==> src/rtl/mod12_run_ctrl.sv <==
// Run/pause/clear/load controller driving a prescaled modulo-MOD up/down counter.
// Start, stop and clear act on rising edges; all outputs are registered.
module mod12_run_ctrl #(
  parameter int DIV = 4,
  parameter int MOD = 12
) (
  input  logic       clk,
  input  logic       reset,
  input  logic       start,
  input  logic       stop,
  input  logic       clear,
  input  logic       load,
  input  logic [3:0] load_val,
  input  logic       dir,
  output logic [3:0] led,
  output logic       carry,
  output logic [1:0] state,
  output logic       load_err
);

  typedef enum logic [1:0] {
    IDLE  = 2'b00,
    RUN   = 2'b01,
    PAUSE = 2'b10
  } state_t;

  localparam logic [15:0] PRESC_LAST = 16'(DIV - 1);
  localparam logic [3:0]  LED_LAST   = 4'(MOD - 1);
  localparam logic [4:0]  MOD_W      = 5'(MOD);

  state_t      cur, nxt;
  logic [15:0] presc, presc_nxt;
  logic [3:0]  led_nxt;
  logic        carry_nxt, err_nxt;
  logic        start_q, stop_q, clear_q;
  logic        start_e, stop_e, clear_e;
  logic        tick;

  assign start_e = start & ~start_q;
  assign stop_e  = stop & ~stop_q;
  assign clear_e = clear & ~clear_q;
  assign tick    = (cur == RUN) && (presc == PRESC_LAST);
  assign state   = cur;

  always_ff @(posedge clk or negedge reset) begin
    if (!reset) begin
      cur      <= IDLE;
      presc    <= '0;
      led      <= '0;
      carry    <= 1'b0;
      load_err <= 1'b0;
      start_q  <= 1'b0;
      stop_q   <= 1'b0;
      clear_q  <= 1'b0;
    end else begin
      cur      <= nxt;
      presc    <= presc_nxt;
      led      <= led_nxt;
      carry    <= carry_nxt;
      load_err <= err_nxt;
      start_q  <= start;
      stop_q   <= stop;
      clear_q  <= clear;
    end
  end

  // Clear overrides everything; a stop edge beats a start edge, and the
  // prescaler is frozen while pausing so a resume keeps the tick phase.
  always_comb begin
    nxt       = cur;
    presc_nxt = presc;
    led_nxt   = led;
    carry_nxt = 1'b0;
    err_nxt   = 1'b0;
    if (clear_e) begin
      nxt       = IDLE;
      led_nxt   = '0;
      presc_nxt = '0;
    end else begin
      case (cur)
        IDLE: begin
          if (start_e && !stop_e) begin
            nxt       = RUN;
            presc_nxt = '0;
          end
        end
        RUN: begin
          if (tick) begin
            presc_nxt = '0;
            if (dir) begin
              if (led == LED_LAST) begin
                led_nxt   = '0;
                carry_nxt = 1'b1;
              end else begin
                led_nxt = led + 4'd1;
              end
            end else begin
              if (led == 4'd0) begin
                led_nxt   = LED_LAST;
                carry_nxt = 1'b1;
              end else begin
                led_nxt = led - 4'd1;
              end
            end
          end else if (!stop_e) begin
            presc_nxt = presc + 16'd1;
          end
          if (stop_e) nxt = PAUSE;
        end
        PAUSE: begin
          if (start_e && !stop_e) nxt = RUN;
        end
        default: nxt = IDLE;
      endcase
      if ((cur == IDLE || cur == PAUSE) && load) begin
        if ({1'b0, load_val} < MOD_W) led_nxt = load_val;
        else                          err_nxt = 1'b1;
      end
    end
  end

endmodule

==> config.mk <==
export PLATFORM = sky130hd
export DESIGN_NAME = mod12_run_ctrl
export DESIGN_NICKNAME = d
export VERILOG_FILES = /design/src/rtl/mod12_run_ctrl.sv
export SDC_FILE = /design/constraint.sdc
export NUM_CORES = 1
export LEC_CHECK = 0
export CORE_ASPECT_RATIO = 0.7
export CORE_MARGIN = 2
export CORE_UTILIZATION = 50
export DETAILED_ROUTE_END_ITERATION = 10
export PLACE_DENSITY = 0.75
export SLEW_MARGIN = 30
export SYNTH_ARGS = -nofsm -noshare
export SYNTH_HDL_FRONTEND = slang
export SYNTH_SLANG_ARGS = --single-unit
export TNS_END_PERCENT = 1
==> constraint.sdc <==
create_clock -name clk -period 2.1 [get_ports clk]
set_clock_uncertainty 0.2 [all_clocks]
set_input_delay 0.42 -clock clk [delete_from_list [all_inputs] [get_ports clk]]
set_output_delay 0.42 -clock clk [all_outputs]
set_load 0.01 [all_outputs]
# After elaboration in Yosys (flattened, before gate mapping)

Cells that the tools add are included.

Add/sub/neg operators: 3
Order comparisons: 1
Equality and inequality tests: 8
Multiplexer cells: 26
Bitwise logic cells: 6
Reduce and logical (&&, ||, !) cells: 11

Operators with widths:

| operator                                              | count |
|---|---|
| two-way mux 16 bit                                    | 4 |
| two-way mux 4 bit                                     | 8 |
| one-hot mux 16 bit (2 select lines)                   | 1 |
| adder 16 x 1 -> 16 bit, second input constant         | 1 |
| == test 16 x 2 -> 1 bit, second input constant        | 1 |
| two-way mux 1 bit                                     | 9 |
| two-way mux 2 bit                                     | 3 |
| inequality test 3 bit, second input constant          | 2 |
| adder 4 x 1 -> 4 bit, second input constant           | 1 |
| == test 4 bit, second input constant                  | 1 |
| logical NOT 4 bit                                     | 1 |
| < comparator 4 bit, second input constant             | 1 |
| inequality test 4 bit, second input constant          | 1 |
| one-hot mux 2 bit (2 select lines)                    | 1 |
| subtractor 4 x 1 -> 4 bit, second input constant      | 1 |
| AND 1 bit                                             | 3 |
| logical AND 1 bit                                     | 3 |
| inequality test 3 x 1 -> 1 bit, second input constant | 1 |
| inverter 1 bit                                        | 3 |
| AND reduction 3 bit                                   | 1 |
| nonzero test 3 bit                                    | 1 |
| == test 2 x 1 -> 1 bit, second input constant         | 1 |
| == test 2 bit, second input constant                  | 1 |
| logical NOT 2 bit                                     | 1 |
| 4 further kinds                                       | 4 |

Register bits: 27
Input bits: 11
Output and inout bits: 8
Logic and storage cells: 63

# Longest topological paths before layout

Depth after elaboration: 8
Gate-level depth with buffers: 8

# Worst setup path before layout

No wires, ideal clock.

Path kind: register to register
From: register presc[0]
To: register presc[11]
Library setup time: 79 ps
Arrival time: 1,804 ps
Slack: 17 ps
Stages on the path, launching flop included: 9
Path buffers: 2
Clock period less this slack: 2,083 ps
Cells stage by stage: dfrtp_1 ha_1 nor4b_2 and4_1 buf_6 nor3_2 buf_2 nand2_1 mux2i_1

Word-level cells in the longest chain between the ends: 5
Elaborated cells on any way between the ends: 9
Those cells by class: add/sub (1); eq/ne (2); mux (4); reduce/logical (2)

Ends and longest elaborated chain:

| item                                                                     | line    | text |
|---|---|---|
| start: declaration                                                       | 32      | `logic [15:0] presc, presc_nxt;` |
| start signal: assignment                                                 | 57      | `presc <= presc_nxt;` |
| adder 16 x 1 -> 16 bit / == test 16 x 2 -> 1 bit (equally long branches) | 106, 42 |  |
| two-way mux 16 bit / logical AND 1 bit (equally long branches)           | 105, 42 |  |
| two-way mux 16 bit                                                       | 88      | `if (tick) begin` |
| one-hot mux 16 bit (2 select lines)                                      | 80      | `case (cur)` |
| two-way mux 16 bit                                                       | 75      | `if (clear_e) begin` |

Several ways; a longest one is shown, not always the timed one. The select of a mux whose other input is x is not followed.
A chain may end at the register's enable or synchronous reset.

# Worst setup path after layout

From: register presc[0]
To: register led[3]

Word-level cells in the longest chain between the ends: 7

Ends and longest elaborated chain:

| item                      | line | text |
|---|---|---|
| == test 16 x 2 -> 1 bit * | 42   | `assign tick = (cur == RUN) && (presc == PRESC_LAST);` |
| logical AND 1 bit *       | 42   |  |
| two-way mux 4 bit *       | 88   |  |
| two-way mux 4 bit *       | 80   |  |
| two-way mux 4 bit         | 116  | `if ({1'b0, load_val} < MOD_W) led_nxt = load_val;` |
| two-way mux 4 bit *       | 115  | `if ((cur == IDLE \|\| cur == PAUSE) && load) begin` |
| two-way mux 4 bit *       | 75   |  |
| net led_nxt[3]            | 33   | `logic [3:0] led_nxt;` |
| end signal: assignment    | 58   | `led <= led_nxt;` |
| end: declaration          | 15   | `output logic [3:0] led,` |

Mark *: on every way through the listed nets, which the timed path passes. The rest lies on a longest branch.

==> flow_summary_export.csv <==
group,metric,value,unit
run_status,outcome,"finished, violations left",
run_status,violations,"setup timing",
worst_setup_path,critical_path_class,"register to register",
floorplanning,initial_core_util,51.7,%
logic_synthesis,async_reset_ff_share,100,%
detailed_routing,wl,4.33,mm
placement,routabilityCongestion,0.905,
worst_setup_path,crit_buf_inv,0,
floorplanning,die-area,3710,sq um
clock_tree,numCtsBuffers,3,
timing,hold_viol,0,
timing,fmax,473,MHz
pwr,vdd_ir_drop_max,0.384,mV
pwr,p_int,855,uW
logic_synthesis,synth_cells,178,
finish,syn_to_final_growth,34.1,%
pwr,clkPwrFrac,24.8,%
logic_synthesis,synth_seq_cells,27,
logic_synthesis,synth.distinct_cells,41,
grt,grt_use_total,25.4,%
grt,first_global_vias,1537,
logic_synthesis,syn_nets,192,
detailed_routing,firstDrtPassIters,5,
logic_synthesis,yosys_warnings,0,
detailed_routing,drc_errors,0,
placement,port_buffers,18,
clock_tree,htree_levels,1,
hold_path,hold_class,"register to register",
pwr,seqPwrFrac,47.4,%
floorplanning,fp.dieH,51.6,microns
worst_setup_path,cpLargestDelayFamily,"simple AND/OR/NAND/NOR gates",
detailed_routing,viasPerCell,6.18,
pwr,switching_share,30.3,%
clock_tree,path_clk_slew,0.09,ns
job,cap_violations,0,
grt,grt_first_pass_wirelength,7.22,mm
clock_tree,cts_tree,"done",
logic_synthesis,syn_avg_cell_area,9.07,sq um
timing,rsz0062_at_grt,"yes",
timing,post-route-worst-setup-slack,-0.0137,ns
placement,place_ws,-0.212,ns
worst_setup_path,cp_slowest_cell,"or4b_4",
finish,layout-drive-gt1-share,23.1,%
finish,antennaDiodeCount,0,
clock_tree,clk_path_buf_depth,2,
placement,placed_cells_incl_taps,258,
worst_setup_path,worstPathArrival,2.12,ns
floorplanning,row_count,17,
logic_synthesis,yosys_most_used_dff,"dfrtp_1",
pwr,powerDensity,566,nW/um^2
worst_setup_path,cp_slowest_stage_delay,0.53,ns
grt,grt_max_degree,28,
timing,maxSlewHeadroom,72.7,%
worst_setup_path,required,2.11,ns
timing,finalMaxSlewViolations,0,
timing,final.period_utilization,101,%
pwr,power.switching,371,uW
finish,nets,240,
worst_setup_path,critPathMaxFanout,4,
detailed_routing,vias,1625,
timing,setup_viol,1,
timing,period_minus_slack,2.11,ns
worst_setup_path,end_kind,"register",
finish,fin_cells,263,
grt,antenna_found_initial,0,
floorplanning,io_pins,19,
timing,worst_pin_slew,0.409,ns
grt,overflow,0,
floorplanning,dieWidth,71.9,microns
logic_synthesis,synth_area,1620,sq um
worst_setup_path,setup.worst_path.start_class,"register",
detailed_routing,ant_nets,0,
detailed_routing,drt_iter0_markers,151,
clock_tree,cts-root-buf,"clkbuf_8",
pwr,power_leakage,0.000943,uW
clock_tree,cts_num_sinks,27,
clock_tree,insertion_delay,0.28,ns
floorplanning,coreArea,3130,sq um
detailed_routing,wl_per_cell,16.5,microns
logic_synthesis,ys_seq_area_share,41.8,%
logic_synthesis,synth_edf_count,0,
clock_tree,cts_hold_buf,0,
worst_setup_path,cp_cell_sequence,"ha_2 > nor4b_4 > and4_4 > nand2_4 > or4b_4 > a21oi_2",
pwr,p_comb_share,27.9,%
placement,hpwl,3.00,mm
## synthesized netlist by cell type (all sizes together), types with 6 or more instances
cell	n	area, sq um
inv	7	26.3
a22o	8	70.1
mux2i	10	100
a21oi	10	50.1
o21ai	9	45.0
dfrtp	27	676
nor2	11	41.3
nor3	11	60.1
nand3	14	70.1
nand2	13	51.3
nor2b	6	37.5
clkbuf	6	22.5
## metal layers
metal  GRT usage [%]  up-vias  wire length, microns
met5               0        -                     0
met4            7.55        0                    58
met3            6.01       11                   356
met2            39.2       89                  1940
met1            36.0      773                  1970
li1                -      752                     -
## metrics by stage
step           util [%]  area [sq um]  total power, uW  setup TNS [ns]  hold WS [ns]
2_1_floorplan         -          1620              763               0       -0.0756
3_3_place_gp       65.9          2060              891           -1.34         0.269
3_5_place_dp       65.9          2060              905           -2.82         0.270
4_1_cts            68.8          2150             1220               0         0.283
5_1_grt            69.3          2170             1290          -0.116         0.294
6_report           69.3          2170             1230         -0.0137         0.282
## state kept, by name (all words and copies together) (netlist names)
signal,cells
carry,1
clear_q,1
led,4
load_err,1
presc,16
start_q,1
state,2
stop_q,1
## cell type report
cell class,count,area (sq um)
clock buffer,4,45.0
fill,227,961
inverter,7,26.3
multi-input combinational,135,921
sequential,27,678
tap,38,47.5
timing repair buffer,52,448
## kinds of logic after synthesis
kind of cell | Yosys count | synth area share (%)
multiplexers | 10 | 6.20
adder cells (fa/ha/maj) | 3 | 2.32
flip-flops | 27 | 41.8
buffers and inverters | 16 | 4.34
XOR/XNOR | 2 | 1.08
AO/OA/AOI/OAI | 46 | 19.6
AND/OR/NAND/NOR | 74 | 24.6
## cell usage in the layout (no fill, tap or decap), types with 2 or more instances in the layout
master and count:
nor2_1 10, a22o_1 8, nor4_2 2, ha_2 2
buf_4 33, inv_1 7, a21oi_1 9, nand3_1 14
nor3_1 10, clkdlybuf4s50_1 18, xnor2_1 2, dfrtp_2 2
nand2_1 12, o21ai_0 7, nand4_1 3, nand2b_1 5
a31oi_1 3, mux2i_1 10, o21ai_1 2, clkbuf_8 3
and3_1 2, dfrtp_1 25, a22oi_1 5, nor2b_1 6
## power by group through the flow
| stage | Clock, uW | Sequential, uW | Combinational, uW |
|---|---|---|---|
| after floorplan | 0 | 581 | 181 |
| final | 304 | 581 | 342 |
| after detailed placement | 0 | 588 | 318 |
| after global routing | 329 | 587 | 371 |
| after global placement | 0 | 584 | 307 |
| after CTS | 309 | 580 | 333 |
## path summary, 6_finish.rpt
path | start | to | slack, ns | depth (start not counted)
setup / recovery | presc[0] | led[3] | -0.01 | 6
hold / removal | presc[15] | presc[15] | 0.28 | 1
setup reg to reg | presc[0] | led[3] | -0.01 | 6
hold reg to reg | presc[15] | presc[15] | 0.28 | 1
max in group asynchronous | reset | led[2] | 1.10 | 2
min in group asynchronous | reset | led[3] | 0.31 | 2
## timing repair
| item | 4_1_cts | 5_1_grt |
|---|---|---|
| setup buffers | 2 | 0 |
| resized for setup | 8 | 7 |
| pin swaps | 2 | 6 |
| endpoints found under the setup margin | 8 | 10 |
(Power assumes the default switching activity.)
